==> config.mk <==
export PLATFORM = sky130hd
export DESIGN_NAME = layer_1_pixel_sequencer
export DESIGN_NICKNAME = d
export VERILOG_FILES = /design/src/rtl/layer_1_pixel_sequencer_pkg.sv /design/src/rtl/layer_1_pixel_sequencer_image_shift_register.sv /design/src/rtl/layer_1_pixel_sequencer.sv
export SDC_FILE = /design/constraint.sdc
export NUM_CORES = 1
export LEC_CHECK = 0
export ABC_AREA = 1
export CORE_ASPECT_RATIO = 1.75
export CORE_MARGIN = 4
export CORE_UTILIZATION = 33
export DETAILED_ROUTE_END_ITERATION = 8
export PLACE_DENSITY = 0.62
export SYNTH_ARGS = -nofsm -noshare
export SYNTH_HDL_FRONTEND = slang
export SYNTH_HIERARCHICAL = 1
export SYNTH_SLANG_ARGS = --single-unit
==> constraint.sdc <==
create_clock -name clk_i -period 2.36 [get_ports clk_i]
set_clock_uncertainty 0.05 [all_clocks]
set_input_delay 0.354 -clock clk_i [delete_from_list [all_inputs] [get_ports clk_i]]
set_output_delay 0.354 -clock clk_i [all_outputs]
set_load 0.01 [all_outputs]
==> src/rtl/layer_1_pixel_sequencer_pkg.sv <==
// Shared constants, state encoding and helpers for the layer-1 pixel sequencer.
package layer_1_pixel_sequencer_pkg;

  localparam int unsigned SIZE            = 8;
  localparam int unsigned NUM_NEURONS     = 5;
  localparam int unsigned NUM_PIXELS      = 256;
  localparam int unsigned ADDR_WIDTH      = $clog2(NUM_PIXELS);
  // Matches the downstream load-register + accumulate-register pipeline depth.
  localparam int unsigned DRAIN_CYCLES    = 2;
  localparam int unsigned DRAIN_CNT_WIDTH = 2;

  typedef enum logic [2:0] {
    StIdle   = 3'd0,
    StClear  = 3'd1,
    StStream = 3'd2,
    StDrain  = 3'd3,
    StDone   = 3'd4
  } state_e;

  // Extract the weight lane of neuron n (0-based); neuron 1 sits in the low bits.
  function automatic logic [SIZE-1:0] weight_lane(input logic [NUM_NEURONS*SIZE-1:0] word,
                                                  input int unsigned n);
    return word[n*SIZE +: SIZE];
  endfunction

endpackage

==> src/rtl/layer_1_pixel_sequencer_image_shift_register.sv <==
// Holds the captured image and presents pixels in order, one per shift.
module layer_1_pixel_sequencer_image_shift_register
  import layer_1_pixel_sequencer_pkg::*;
(
  input  logic                  clk_i,
  input  logic                  rst_ni,
  input  logic                  load_i,
  input  logic                  shift_i,
  input  logic [NUM_PIXELS-1:0] data_i,
  output logic                  pixel_o
);

  logic [NUM_PIXELS-1:0] img_q, img_d;

  // Load wins over shift; bit 0 is always the next pixel to issue.
  always_comb begin
    img_d = img_q;
    if (load_i) begin
      img_d = data_i;
    end else if (shift_i) begin
      img_d = {1'b0, img_q[NUM_PIXELS-1:1]};
    end
  end

  // Image storage register.
  always_ff @(posedge clk_i or negedge rst_ni) begin
    if (!rst_ni) begin
      img_q <= '0;
    end else begin
      img_q <= img_d;
    end
  end

  assign pixel_o = img_q[0];

endmodule

==> src/rtl/layer_1_pixel_sequencer.sv <==
// Walks a captured 16x16 binary image one pixel per cycle, fetching the five
// layer-1 weights per pixel from a synchronous ROM and driving the downstream
// mask-multiply/accumulate block.
module layer_1_pixel_sequencer
  import layer_1_pixel_sequencer_pkg::*;
(
  input  logic                        clk_i,
  input  logic                        reset_ni,
  input  logic                        start_i,
  input  logic [NUM_PIXELS-1:0]       image_data_i,
  output logic                        weight_rd_en_o,
  output logic [ADDR_WIDTH-1:0]       weight_addr_o,
  input  logic [NUM_NEURONS*SIZE-1:0] weight_data_i,
  output logic                        acc_clear_o,
  output logic                        load_o,
  output logic                        accumulate_o,
  output logic                        mask_input_o,
  output logic [SIZE-1:0]             vector_input_1_o,
  output logic [SIZE-1:0]             vector_input_2_o,
  output logic [SIZE-1:0]             vector_input_3_o,
  output logic [SIZE-1:0]             vector_input_4_o,
  output logic [SIZE-1:0]             vector_input_5_o,
  output logic                        busy_o,
  output logic                        done_o
);

  localparam logic [ADDR_WIDTH-1:0]      LastPixel = ADDR_WIDTH'(NUM_PIXELS - 1);
  localparam logic [DRAIN_CNT_WIDTH-1:0] LastDrain = DRAIN_CNT_WIDTH'(DRAIN_CYCLES - 1);

  state_e                     state_q, state_d;
  logic [ADDR_WIDTH-1:0]      cnt_q, cnt_d;       // pixel issued in the current STREAM cycle
  logic [DRAIN_CNT_WIDTH-1:0] drain_q, drain_d;
  logic                       rd_en_q, rd_en_d;
  logic [ADDR_WIDTH-1:0]      addr_q, addr_d;
  logic                       acc_clear_q, acc_clear_d;
  logic                       load_q, load_d;
  logic                       mask_q, mask_d;
  logic                       busy_q, busy_d;
  logic                       done_q, done_d;
  logic                       img_load, img_shift, pixel;

  layer_1_pixel_sequencer_image_shift_register u_image (
    .clk_i   (clk_i),
    .rst_ni  (reset_ni),
    .load_i  (img_load),
    .shift_i (img_shift),
    .data_i  (image_data_i),
    .pixel_o (pixel)
  );

  // Next-state and next-output logic; every output is computed one cycle ahead
  // so that the ports come straight from flops.
  always_comb begin
    state_d     = state_q;
    cnt_d       = cnt_q;
    drain_d     = drain_q;
    rd_en_d     = 1'b0;
    addr_d      = addr_q;
    acc_clear_d = 1'b0;
    load_d      = 1'b0;
    mask_d      = 1'b0;
    busy_d      = busy_q;
    done_d      = 1'b0;
    img_load    = 1'b0;
    img_shift   = 1'b0;

    unique case (state_q)
      StIdle: begin
        busy_d = 1'b0;
        if (start_i) begin
          state_d     = StClear;
          cnt_d       = '0;
          img_load    = 1'b1;
          rd_en_d     = 1'b1;
          addr_d      = '0;
          acc_clear_d = 1'b1;
          busy_d      = 1'b1;
        end
      end
      StClear: begin
        // ROM samples address 0 at this edge; pixel 0 issues next cycle.
        state_d   = StStream;
        rd_en_d   = 1'b1;
        addr_d    = ADDR_WIDTH'(1);
        load_d    = 1'b1;
        mask_d    = pixel;
        img_shift = 1'b1;
      end
      StStream: begin
        if (cnt_q == LastPixel) begin
          state_d = StDrain;
          drain_d = '0;
        end else begin
          cnt_d     = cnt_q + ADDR_WIDTH'(1);
          load_d    = 1'b1;
          mask_d    = pixel;
          img_shift = 1'b1;
          // The last pixel's data is already in flight; no read, address holds.
          if (cnt_q != LastPixel - ADDR_WIDTH'(1)) begin
            rd_en_d = 1'b1;
            addr_d  = cnt_q + ADDR_WIDTH'(2);
          end
        end
      end
      StDrain: begin
        if (drain_q == LastDrain) begin
          state_d = StDone;
          done_d  = 1'b1;
        end else begin
          drain_d = drain_q + DRAIN_CNT_WIDTH'(1);
        end
      end
      StDone: begin
        state_d = StIdle;
        busy_d  = 1'b0;
      end
      default: begin
        state_d = StIdle;
        busy_d  = 1'b0;
      end
    endcase
  end

  // State, counter and registered outputs.
  always_ff @(posedge clk_i or negedge reset_ni) begin
    if (!reset_ni) begin
      state_q     <= StIdle;
      cnt_q       <= '0;
      drain_q     <= '0;
      rd_en_q     <= 1'b0;
      addr_q      <= '0;
      acc_clear_q <= 1'b0;
      load_q      <= 1'b0;
      mask_q      <= 1'b0;
      busy_q      <= 1'b0;
      done_q      <= 1'b0;
    end else begin
      state_q     <= state_d;
      cnt_q       <= cnt_d;
      drain_q     <= drain_d;
      rd_en_q     <= rd_en_d;
      addr_q      <= addr_d;
      acc_clear_q <= acc_clear_d;
      load_q      <= load_d;
      mask_q      <= mask_d;
      busy_q      <= busy_d;
      done_q      <= done_d;
    end
  end

  assign weight_rd_en_o = rd_en_q;
  assign weight_addr_o  = addr_q;
  assign acc_clear_o    = acc_clear_q;
  assign load_o         = load_q;
  assign accumulate_o   = load_q;
  assign mask_input_o   = mask_q;
  assign busy_o         = busy_q;
  assign done_o         = done_q;

  // ROM data passes straight through, gated so vectors read 0 outside issue cycles.
  assign vector_input_1_o = load_q ? weight_lane(weight_data_i, 0) : '0;
  assign vector_input_2_o = load_q ? weight_lane(weight_data_i, 1) : '0;
  assign vector_input_3_o = load_q ? weight_lane(weight_data_i, 2) : '0;
  assign vector_input_4_o = load_q ? weight_lane(weight_data_i, 3) : '0;
  assign vector_input_5_o = load_q ? weight_lane(weight_data_i, 4) : '0;

endmodule

==> flow_summary.ini <==
[route]
drc = 0
wl_per_cell_microns = 15.9
routed_via_density = 4.87
wl_microns = 40500
firstDrtPassIters = 5
ant_nets = 0
vias = 12400
drt_iter0_drc = 860

[logic_synthesis]
synthDistinctLibCells = 29
synth_fp_nets = 1963
synth.mux.area_fraction_pct = 0
synthAdderAreaFrac_pct = 0.372
yosys.area_share.simple_pct = 38.2
async_flop_share_pct = 100
synth_common_cells = nand2_1, nand3_1, dfrtp_1
synth_top_family_by_area = simple AND/OR/NAND/NOR gates
synth_most_common_cell = nand2_1
synth_edf_count = 0
synth.area.top_cells = dfrtp_1, nand3_1, nand2_1
postSynthCellCount = 1660
synth_seq_area_share_pct = 52.7
syn_avg_cell_area_sq_um = 8.10
synth.cell_area_sq_um = 13400
synth-main-ff-cell = dfrtp_1
yosysWarnings = 6
synth_top_area_share_pct = 52.7
ys_ff_latch = 283
synth_compound_area_share_pct = 1.03
yosys.area.top_type = dfrtp_1
synth-xor-area-share_pct = 0

[floorplanning]
core_sq_um = 40200
ios = 354
start_util_pct = 33.5
die_area_sq_um = 44100
die_y_microns = 275
die_x_microns = 161
rows = 97

[worst_setup_path]
crit_family = buffers and inverters
cp.arrival_ps = 1840
cp_cell_sequence = buf_12, nand2_1, inv_1, clkdlybuf4s50_1
cp.buffers_inverters = 3
critPathKind = reg2out
crit_required_ps = 1960
slowest_delay_ps = 550
end_kind = primary output
crit_path_start_kind = flop
worst_path_max_delay_cell = clkdlybuf4s50_1
cp_max_fo = 42
path_depth = 4
ff2ff_path_depth = 11

[clock_network]
cts_tree = yes
cts.reportedPaths.clkPinSlew_ps = 60
cts_root_buf = clkbuf_16
cts_buffers = 29
htree_levels = 1
post_cts_buffers = 0
clock-sinks = 283
clkLatencyLatePin_ps = 550
clk_path_buf_depth = 3

[sta]
period_minus_slack_ps = 2240
relSlewSlack_pct = 56.0
fin_tns_setup_ps = 0
rsz0062_at_grt = false
fin_ws_ps = 116
setup_viol = 0
period_share_pct = 95.1
maxSlewViolCount = 0
hold_violations = 0
worst_slew_pin_slew_ps = 660
fmax_mhz = 446

[grt]
grt_pass1_vias = 12700
grt_max_degree = 75
grt_usage_pct = 17.7
antenna_found_initial = 2
grt_pass1_wl_microns = 65200
overflow = 0

[pwr]
leakage_nw = 8.65
irDropWorstVdd_mv = 0.881
p_per_area_nw_per_um2 = 1290
fin_total_pwr_mw = 23.9

[hold_path]
hp-class = in2reg
holdPathStages = 3

[flow_run]
maxCapViolCount = 0

[place]
dp_hpwl_microns = 29300
gp_congestion = 0.893
place_worst_setup_slack_ps = 200
numPortBuffers = 353

[layout]
fin_nets = 2285
drive_above_1_share_pct = 6.34
area_growth_pct = 37.9

[status]
status = finished, final reports clean
-- final timing paths --
path | slack, ps | from | endpoint
setup / recovery | 120 | accumulate_o | vector_input_4_o[4]
hold / removal | 320 | image_data_i[168] | u_image/img_q[168]
setup reg to reg | 230 | cnt_q[1] | u_image/img_q[29]
hold reg to reg | 430 | u_image/img_q[0] | u_image/img_q[0]
max in group asynchronous | 1100 | reset_ni | u_image/img_q[60]
min in group asynchronous | 340 | reset_ni | u_image/img_q[241]
-- cell type report --
type	count	area, sq um
multi-input combinational	1199	5340
antenna	2	5.00
clock buffer	40	807
fill	3909	21600
tap	544	681
clock inverter	11	123
sequential	283	7080
timing repair buffer	413	4280
inverter	56	218
-- worst register-to-register path, delay by kind of cell (launching register included) --
family	cells	cell delay (ps)
adder cells (fa/ha/maj)	1	220
buffers and inverters	3	520
flip-flops	1	430
AND/OR/NAND/NOR	7	850
-- where the power goes --
group / total [mW] / switching [mW] / internal [mW]
Combinational: 11.0 / 6.49 / 4.53
Sequential: 8.26 / 1.18 / 7.08
Clock: 4.58 / 1.97 / 2.61
Total: 23.9 / 9.63 / 14.2
-- kinds of logic after synthesis --
group           after synthesis
simple gates               1173
flops                       283
buf+inv                     178
compound gates               22
fa+ha+maj                     4
-- repair_timing --
item                                    4_1_cts  5_1_grt
hold buffers                                  1        0
endpoints found under the hold margin        63        0
endpoints found under the setup margin       17       18
gates resized for setup                       1        3
cloned                                        0        0
-- cells in the final DEF (no fill, tap or decap), drive strengths merged, types with 2 or more instances in the layout --
cell           netlist  routed
diode                0       2
nand3              530     530
nor2                23      23
inv                 56      59
dfrtp              283     283
a21oi                4       4
clkinv               0       5
clkdlybuf4s50        0     352
bufinv               0       2
o21ai               14      14
buf                117      60
ha                   4       4
o211ai               2       2
or2                  2       2
nand2              614     614
nand4                2       2
clkbuf               5      40
-- flip-flops by register name, indices dropped and copies added (netlist names) --
register,flops
drain_q,2
mask_input_o,1
accumulate_o,1
weight_rd_en_o,1
busy_o,1
u_image/img_q,256
state_q,3
weight_addr_o,8
cnt_q,8
done_o,1
acc_clear_o,1
-- through the flow --
step	hold WS [ps]	area, sq um	instances	utilization [%]
after floorplan	8.41	13400	1660	-
after global placement	347	17600	2494	43.8
after detailed placement	353	17600	2494	43.8
after CTS	282	18500	2546	46.1
after global routing	308	18500	2548	46.1
final	319	18500	2548	46.1
-- routing by layer --
metal | up-vias | global-route usage (%) | wire length, microns
met5 | - | 0 | 0
met4 | 0 | 7.12 | 1500
met3 | 82 | 2.38 | 1780
met2 | 333 | 31.7 | 21000
met1 | 5929 | 21.5 | 16200
li1 | 6059 | - | -
(Power assumes the default switching activity.)
